File: config.mk
export PLATFORM = sky130hd
export DESIGN_NAME = nco_sweep_ctrl
export DESIGN_NICKNAME = d
export VERILOG_FILES = /design/src/rtl/nco_ctrl_pkg.sv /design/src/rtl/nco_sweep_ctrl_dwell_timer.sv /design/src/rtl/nco_sweep_ctrl.sv
export SDC_FILE = /design/constraint.sdc
export NUM_CORES = 1
export LEC_CHECK = 0
export CAP_MARGIN = 10
export CORE_ASPECT_RATIO = 1.5
export CORE_MARGIN = 10
export CORE_UTILIZATION = 62
export CTS_BUF_LIST = sky130_fd_sc_hd__clkbuf_8
export DETAILED_ROUTE_END_ITERATION = 7
export PLACE_DENSITY = 0.95
export SLEW_MARGIN = 15
export SYNTH_ARGS = -nofsm -noshare
export SYNTH_HDL_FRONTEND = slang
export SYNTH_HIERARCHICAL = 1
export SYNTH_SLANG_ARGS = --single-unit
File: constraint.sdc
create_clock -name aclk -period 8.9 [get_ports aclk]
set_input_delay 0.89 -clock aclk [delete_from_list [all_inputs] [get_ports aclk]]
set_output_delay 0.89 -clock aclk [all_outputs]
set_load 0.005 [all_outputs]
File: src/rtl/nco_ctrl_pkg.sv
// Shared definitions for the NCO sweep controller, the NCO itself and benches.
package nco_ctrl_pkg;

  localparam int unsigned ACC_INT_WIDTH  = 8;
  localparam int unsigned ACC_FRAC_WIDTH = 24;
  localparam int unsigned ACC_WIDTH      = ACC_INT_WIDTH + ACC_FRAC_WIDTH;

  typedef enum logic [2:0] {
    IDLE,
    ISSUE,
    DWELL,
    DONE,
    PARK
  } sweep_state_t;

  // Phase increment for a tone of freq Hz at sample clock fclk Hz (bench use).
  function automatic logic [ACC_WIDTH-1:0] hz_to_step(input longint unsigned freq,
                                                      input longint unsigned fclk);
    longint unsigned scaled;
    scaled = (freq << ACC_WIDTH) / fclk;
    return ACC_WIDTH'(scaled);
  endfunction

endpackage

File: src/rtl/nco_sweep_ctrl_dwell_timer.sv
// Down-counter that times the dwell of one sweep point.
module dwell_timer #(
  parameter int unsigned WIDTH = 24
) (
  input  logic             clk,
  input  logic             rst_n,
  input  logic             load,
  input  logic             clear,
  input  logic [WIDTH-1:0] load_val,
  output logic             expire
);

  logic [WIDTH-1:0] count_q;
  logic [WIDTH-1:0] count_d;

  // Load wins over clear; otherwise count down to zero and stop there.
  always_comb begin
    count_d = count_q;
    if (load) begin
      count_d = load_val;
    end else if (clear) begin
      count_d = '0;
    end else if (count_q != '0) begin
      count_d = count_q - WIDTH'(1);
    end
  end

  // Counter register.
  always_ff @(posedge clk or negedge rst_n) begin
    if (!rst_n) begin
      count_q <= '0;
    end else begin
      count_q <= count_d;
    end
  end

  // Last cycle of a loaded dwell period.
  assign expire = (count_q == WIDTH'(1));

endmodule

File: src/rtl/nco_sweep_ctrl.sv
// Linear frequency-sweep sequencer driving the NCO step AXI-stream slave.
module nco_sweep_ctrl
  import nco_ctrl_pkg::*;
#(
  parameter int unsigned ACC_INT_WIDTH  = nco_ctrl_pkg::ACC_INT_WIDTH,
  parameter int unsigned ACC_FRAC_WIDTH = nco_ctrl_pkg::ACC_FRAC_WIDTH,
  parameter int unsigned ACC_WIDTH      = ACC_INT_WIDTH + ACC_FRAC_WIDTH,
  parameter int unsigned DWELL_WIDTH    = 24,
  parameter int unsigned CNT_WIDTH      = 16
) (
  input  logic                   aclk,
  input  logic                   arst_n,
  input  logic [ACC_WIDTH-1:0]   cfg_start_step,
  input  logic [ACC_WIDTH-1:0]   cfg_stop_step,
  input  logic [ACC_WIDTH-1:0]   cfg_delta_step,
  input  logic [DWELL_WIDTH-1:0] cfg_dwell,
  input  logic                   cfg_loop,
  input  logic                   start,
  input  logic                   abort,
  output logic [ACC_WIDTH-1:0]   m_axis_step_tdata,
  output logic                   m_axis_step_tvalid,
  input  logic                   m_axis_step_tready,
  output logic                   busy,
  output logic                   done,
  output logic [CNT_WIDTH-1:0]   point_count
);

  sweep_state_t state_q, state_d;

  logic [ACC_WIDTH-1:0]   start_q, start_d;
  logic [ACC_WIDTH-1:0]   stop_q, stop_d;
  logic [ACC_WIDTH-1:0]   delta_q, delta_d;
  logic [DWELL_WIDTH-1:0] dwell_q, dwell_d;
  logic                   loop_q, loop_d;
  logic                   single_q, single_d;
  logic [ACC_WIDTH-1:0]   cur_q, cur_d;
  logic [ACC_WIDTH-1:0]   tdata_q, tdata_d;
  logic                   tvalid_q, tvalid_d;
  logic                   busy_q, busy_d;
  logic                   done_q, done_d;
  logic [CNT_WIDTH-1:0]   pc_q, pc_d;

  logic                   hs;
  logic [ACC_WIDTH:0]     next_sum;
  logic                   next_ok;
  logic                   tmr_load;
  logic                   tmr_clear;
  logic                   tmr_expire;

  dwell_timer #(
    .WIDTH (DWELL_WIDTH)
  ) u_dwell_timer (
    .clk      (aclk),
    .rst_n    (arst_n),
    .load     (tmr_load),
    .clear    (tmr_clear),
    .load_val (dwell_q),
    .expire   (tmr_expire)
  );

  assign hs       = tvalid_q && m_axis_step_tready;
  assign next_sum = {1'b0, cur_q} + {1'b0, delta_q};
  assign next_ok  = !next_sum[ACC_WIDTH] && (next_sum[ACC_WIDTH-1:0] <= stop_q);

  // Next-state, shadow latch and registered-output computation.
  always_comb begin
    state_d   = state_q;
    start_d   = start_q;
    stop_d    = stop_q;
    delta_d   = delta_q;
    dwell_d   = dwell_q;
    loop_d    = loop_q;
    single_d  = single_q;
    cur_d     = cur_q;
    tdata_d   = tdata_q;
    tvalid_d  = tvalid_q;
    pc_d      = pc_q;
    tmr_load  = 1'b0;
    tmr_clear = 1'b0;

    unique case (state_q)
      IDLE: begin
        if (start && !abort) begin
          start_d  = cfg_start_step;
          stop_d   = cfg_stop_step;
          delta_d  = cfg_delta_step;
          dwell_d  = (cfg_dwell == '0) ? DWELL_WIDTH'(1) : cfg_dwell;
          loop_d   = cfg_loop;
          single_d = (cfg_delta_step == '0) || (cfg_start_step > cfg_stop_step);
          cur_d    = cfg_start_step;
          pc_d     = '0;
          tdata_d  = cfg_start_step;
          tvalid_d = 1'b1;
          state_d  = ISSUE;
        end
      end
      ISSUE: begin
        if (hs) begin
          pc_d     = (pc_q == '1) ? pc_q : pc_q + CNT_WIDTH'(1);
          tmr_load = 1'b1;
          tvalid_d = 1'b0;
          state_d  = DWELL;
        end
      end
      DWELL: begin
        if (tmr_expire) begin
          if (single_q) begin
            state_d = DONE;
          end else if (next_ok) begin
            cur_d    = next_sum[ACC_WIDTH-1:0];
            tdata_d  = next_sum[ACC_WIDTH-1:0];
            tvalid_d = 1'b1;
            state_d  = ISSUE;
          end else if (loop_q) begin
            cur_d    = start_q;
            tdata_d  = start_q;
            tvalid_d = 1'b1;
            state_d  = ISSUE;
          end else begin
            state_d = DONE;
          end
        end
      end
      DONE: begin
        state_d = IDLE;
      end
      PARK: begin
        if (hs) begin
          tvalid_d = 1'b0;
          state_d  = IDLE;
        end
      end
      default: begin
        state_d = IDLE;
      end
    endcase

    // Abort overrides the transition chosen above but keeps the point count
    // of a step accepted on the same edge, since the NCO did take it.
    if (abort && (state_q != IDLE) && (state_q != PARK)) begin
      tdata_d   = '0;
      tvalid_d  = 1'b1;
      tmr_load  = 1'b0;
      tmr_clear = 1'b1;
      state_d   = PARK;
    end

    busy_d = (state_d != IDLE);
    done_d = (state_d == DONE);
  end

  // State, shadow and output registers.
  always_ff @(posedge aclk or negedge arst_n) begin
    if (!arst_n) begin
      state_q  <= IDLE;
      start_q  <= '0;
      stop_q   <= '0;
      delta_q  <= '0;
      dwell_q  <= '0;
      loop_q   <= 1'b0;
      single_q <= 1'b0;
      cur_q    <= '0;
      tdata_q  <= '0;
      tvalid_q <= 1'b0;
      busy_q   <= 1'b0;
      done_q   <= 1'b0;
      pc_q     <= '0;
    end else begin
      state_q  <= state_d;
      start_q  <= start_d;
      stop_q   <= stop_d;
      delta_q  <= delta_d;
      dwell_q  <= dwell_d;
      loop_q   <= loop_d;
      single_q <= single_d;
      cur_q    <= cur_d;
      tdata_q  <= tdata_d;
      tvalid_q <= tvalid_d;
      busy_q   <= busy_d;
      done_q   <= done_d;
      pc_q     <= pc_d;
    end
  end

  assign m_axis_step_tdata  = tdata_q;
  assign m_axis_step_tvalid = tvalid_q;
  assign busy               = busy_q;
  assign done               = done_q;
  assign point_count        = pc_q;

endmodule

==> results.txt <==
----------------------------------------------------
[GRT]
  Overall track demand over capacity in global routing ... between 20 and 30%
  Remaining global-route overflow ... 0
  Vias in the first global route ... 12700
  Wire length of the first global-routing pass ... 64.8 mm
  Antenna violations before repair ... 0
  Maximum number of pins on one net before global-route repair ... 90

[Clock network]
  Post-CTS clock slew at the launch and capture registers of the worst setup and hold paths ... approximately 0.060 ns
  Inserted Clock Buffers ... 37
  Post-CTS setup buffer count ... 0
  Maximum number of buffers from clock root to sink ... 3
  # H-tree levels ... 2
  TritonCTS Sinks ... 232
  Clock tree from TritonCTS ... done
  Clock root buffer master ... clkbuf_8
  CTS Hold Bufs ... 0
  Cts repair resizes ... 0
  Source-to-sink clock delay at the later pin of the worst-skew pair ... 0.54 ns

[Timing]
  Slew Viols, Final ... 0
  Count of final setup violators ... 0
  Portion of the clock cycle consumed by the worst path in the final layout ... between 60% and 70%
  Max frequency ... 171 MHz
  RSZ-0062 raised after global routing ... no
  Final setup slack of the worst path ... 3.06 ns
  Slew margin rel. ... 30.5%
  Measured slew at the worst slew-check pin ... 1.04 ns
  Setup total negative slack ... 0 ns
  Shortest clock period the worst path allows after layout ... 5.84 ns
  Hold Violations, Final ... 0
  Max Clock Skew ... 0.0203 ns

[Floorplan]
  Cell row count ... 66
  Horizontal die dimension ... roughly 140 um
  Core Box Area ... between 0.02 and 0.025 sq mm
  Floorplan die area ... 0.0283 sq mm
  Chip height ... 201 um
  Starting utilization of the core area ... 62.8%
  IO Count ... 177

[Job]
  Max-Cap Viols ... 0

[Drt]
  Met2 WL ... 20.2 mm
  Final routed wirelength across all metal layers ... about 40 mm
  Met1 routed wirelength after detailed routing ... between 10 and 15 mm
  Drt first pass iters ... 8
  # DRC ... 0
  DR vias ... 12300
  Highest layer used for signal routing ... met4
  Per-cell routed wire length ... 20.4 um
  Routed wire length on met3 ... 2.92 mm
  Number of nets with antenna violations after detailed routing ... 0
  Post-detailed-route via-to-cell ratio ... just over 6
  Violation count after the first detailed-route iteration ... ~1000

[Final layout]
  Number of antenna repair diodes ... 0
  Commonest non-fill, non-tap cells in the layout ... nand2_1 (357), dfrtp_1 (232), clkdlybuf4s50_1 (175), ha_1 (100), inv_1 (97)
  Nets ... 1910
  Ratio of cells with drive above 1 in the final layout ... under 10%
  Commonest non-fill, non-tap cell in the layout ... nand2_1
  Area growth from synthesis to layout ... 19.6%

[Placement]
  Worst slack, placed ... roughly 3.2 ns
  Placer's final routability congestion estimate ... 1.03
  PortBufs ... 176
  HPWL after detailed placement ... between 20 and 30 mm

[Setup path]
  Max Fanout on Critical Path ... 19
  Kind of end point of the critical path ... flip-flop
  Register-to-Register Setup Slack ... 3.06 ns
  Required time of the worst setup path ... 9.31 ns
  R2r worst-path depth ... 19
  Startpoint kind of the worst setup timing path ... flip-flop
  Beginning of the worst register-to-register path ... delta_q[0]
  CP Data Arrival Time ... 6.25 ns
  Startpoint-to-endpoint class of the critical path ... flip-flop to flip-flop
  R2r endpoint ... cur_q[11]

[Synth]
  Fraction of registers with async set or reset after synthesis ... 100%
  Number of different library cells in the post-synthesis netlist ... 77
  Sequential element share of the synthesized area ... between 40% and 50%
  Post-synthesis share of cell area spent on and, or, nand and nor gates ... about a fifth
  Share of cell area taken by muxes after synthesis ... 4.40%
  Cell area after synthesis ... 0.0136 sq mm
  Number of instances in the synthesized netlist ... 1528
  Average size of a mapped cell ... 8.89 sq um
  Share of the synthesized area in compound gates (AO/OA/AOI/OAI) ... 15.8%
  Number of nets produced by synthesis ... 1755
  Combinational family with the most area after synthesis ... simple AND/OR/NAND/NOR gates
  Number of warnings reported in the yosys synthesis log ... 6
  Number of register bits inferred by synthesis ... 232
  Share of the synthesized netlist area taken by xor and xnor gates ... 3.16%
  Count of flip-flops with a built-in enable after synthesis ... 0
  Most used DFF post-synth ... dfrtp_1
  Adder and majority cell fraction of the synthesized area ... 9.36%

[Outcome]
  Outcome ... finished clean

[Pwr]
  Worst VDD drop ... between 0.5 and 0.6 mV
  LEAKAGE ... 0.00767 uW
  Cell area power density ... 433 mW/mm^2

[Hold path]
  Classification of the worst-slack hold path ... input pin to async pin

----------------------------------------------------
## layout make-up
cell class	count	area, sq um
timing repair buffer	186	1840
clock inverter	17	128
tap	272	340
clock buffer	47	647
inverter	87	327
fill	1482	5390
sequential	232	5810
multi-input combinational	1139	7160
## how the worst max path moves through the flow
stage | end | cells after the start | slack, ns | from
3_5_place_dp | cur_q[4] | 19 | 3.24 | delta_q[0]
2_1_floorplan | m_axis_step_tdata[0] | 20 | 4.43 | delta_q[0]
4_1_cts | cur_q[11] | 19 | 3.16 | delta_q[0]
3_3_place_gp | cur_q[4] | 19 | 3.46 | delta_q[0]
5_1_grt | cur_q[11] | 19 | 2.83 | delta_q[0]
6_report | cur_q[11] | 19 | 3.06 | delta_q[0]
## cells in the mapped netlist (all sizes together) (3+ instances only)
| cell type | number | area, sq um |
|---|---|---|
| buf | 16 | 104 |
| dfrtp | 232 | 5810 |
| o22ai | 4 | 25.0 |
| and4 | 6 | 52.6 |
| nand2b | 12 | 75.1 |
| o21a | 10 | 75.1 |
| a21oi | 88 | 444 |
| o211ai | 10 | 88.8 |
| clkbuf | 54 | 203 |
| a21o | 14 | 105 |
| or3 | 7 | 43.8 |
| and3 | 6 | 37.5 |
| nand2 | 359 | 1350 |
| nand4 | 27 | 184 |
| a221oi | 6 | 52.6 |
| mux2i | 26 | 260 |
| and2 | 7 | 43.8 |
| o31ai | 8 | 60.1 |
| nor2b | 12 | 75.1 |
| xnor2 | 28 | 245 |
| a211oi | 11 | 82.6 |
| or4 | 4 | 33.8 |
| o2111ai | 3 | 26.3 |
| nand3 | 21 | 105 |
| a311oi | 3 | 26.3 |
| a31oi | 4 | 31.3 |
| o21ai | 92 | 460 |
| a22o | 33 | 289 |
| a22oi | 9 | 67.6 |
| nor3 | 15 | 75.1 |
| ha | 100 | 1250 |
| inv | 87 | 327 |
| nor2 | 96 | 363 |
| xor2 | 21 | 184 |
| a2111oi | 4 | 41.3 |
| a32oi | 4 | 35.0 |
| nor4 | 27 | 190 |
| o2bb2ai | 3 | 26.3 |
| mux2 | 30 | 338 |
## registers in the layout, summed over array words and instances, names as in the netlist
name and count:
busy 1, cur_q 32, delta_q 32, done 1, dwell_q 24, loop_q 1, m_axis_step_tdata 32, m_axis_step_tvalid 1
point_count 16, single_q 1, start_q 32, state_q 3, stop_q 32, u_dwell_timer/count_q 24
## power breakdown
group	leakage [uW]	switching, uW	internal (uW)
Combinational	0.00433	2480	1760
Sequential	0.00291	315	1520
Clock	0.000431	438	533
Total	0.00767	3230	3810
## cells by family (layout without fill, tap and decap cells)
group / Yosys count / after routing
xor gates and xnor gates: 49 / 49
AOI/OAI and AO/OA: 326 / 326
muxes: 56 / 56
and+or+nand+nor: 607 / 607
buffers and inverters: 157 / 337
DFF: 232 / 232
adders and majority gates: 101 / 101
## stage by stage
stage / instance area, sq um / std cells / hold slack [ns] / power, uW / util, %
2_1_floorplan: 13600 / 1528 / 0.437 / 4780 / -
3_3_place_gp: 15500 / 1916 / 0.457 / 5810 / 71.5
3_5_place_dp: 15500 / 1916 / 0.462 / 5960 / 71.5
4_1_cts: 16200 / 1980 / 0.324 / 6980 / 75.1
5_1_grt: 16200 / 1980 / 0.350 / 7560 / 75.1
6_report: 16200 / 1980 / 0.303 / 7040 / 75.1
## per-layer routing
layer  global-route usage [%]  vias to the layer above
li1                         -                     5626
met1                     30.9                     5874
met2                     47.9                      576
met3                     5.28                      174
met4                     16.1                        0
met5                        0                        -
## critical path: stages (launching register included)
cell       delay (ns)
dfrtp_1          0.39
ha_1             0.23
inv_1            0.07
fa_1             0.19
and2b_1          0.21
o2111ai_1        0.29
a211oi_1         0.17
a2111oi_0        0.71
nor2_1           0.13
xor2_1           0.19
ha_1             0.30
nand4_1          0.17
nor4_1           0.48
inv_1            0.07
o21ai_0          0.30
o211ai_4         0.13
nand2_2          0.14
o21a_1           0.71
buf_4            0.43
mux2_2           0.40
Power figures use the tool's default switching activity.
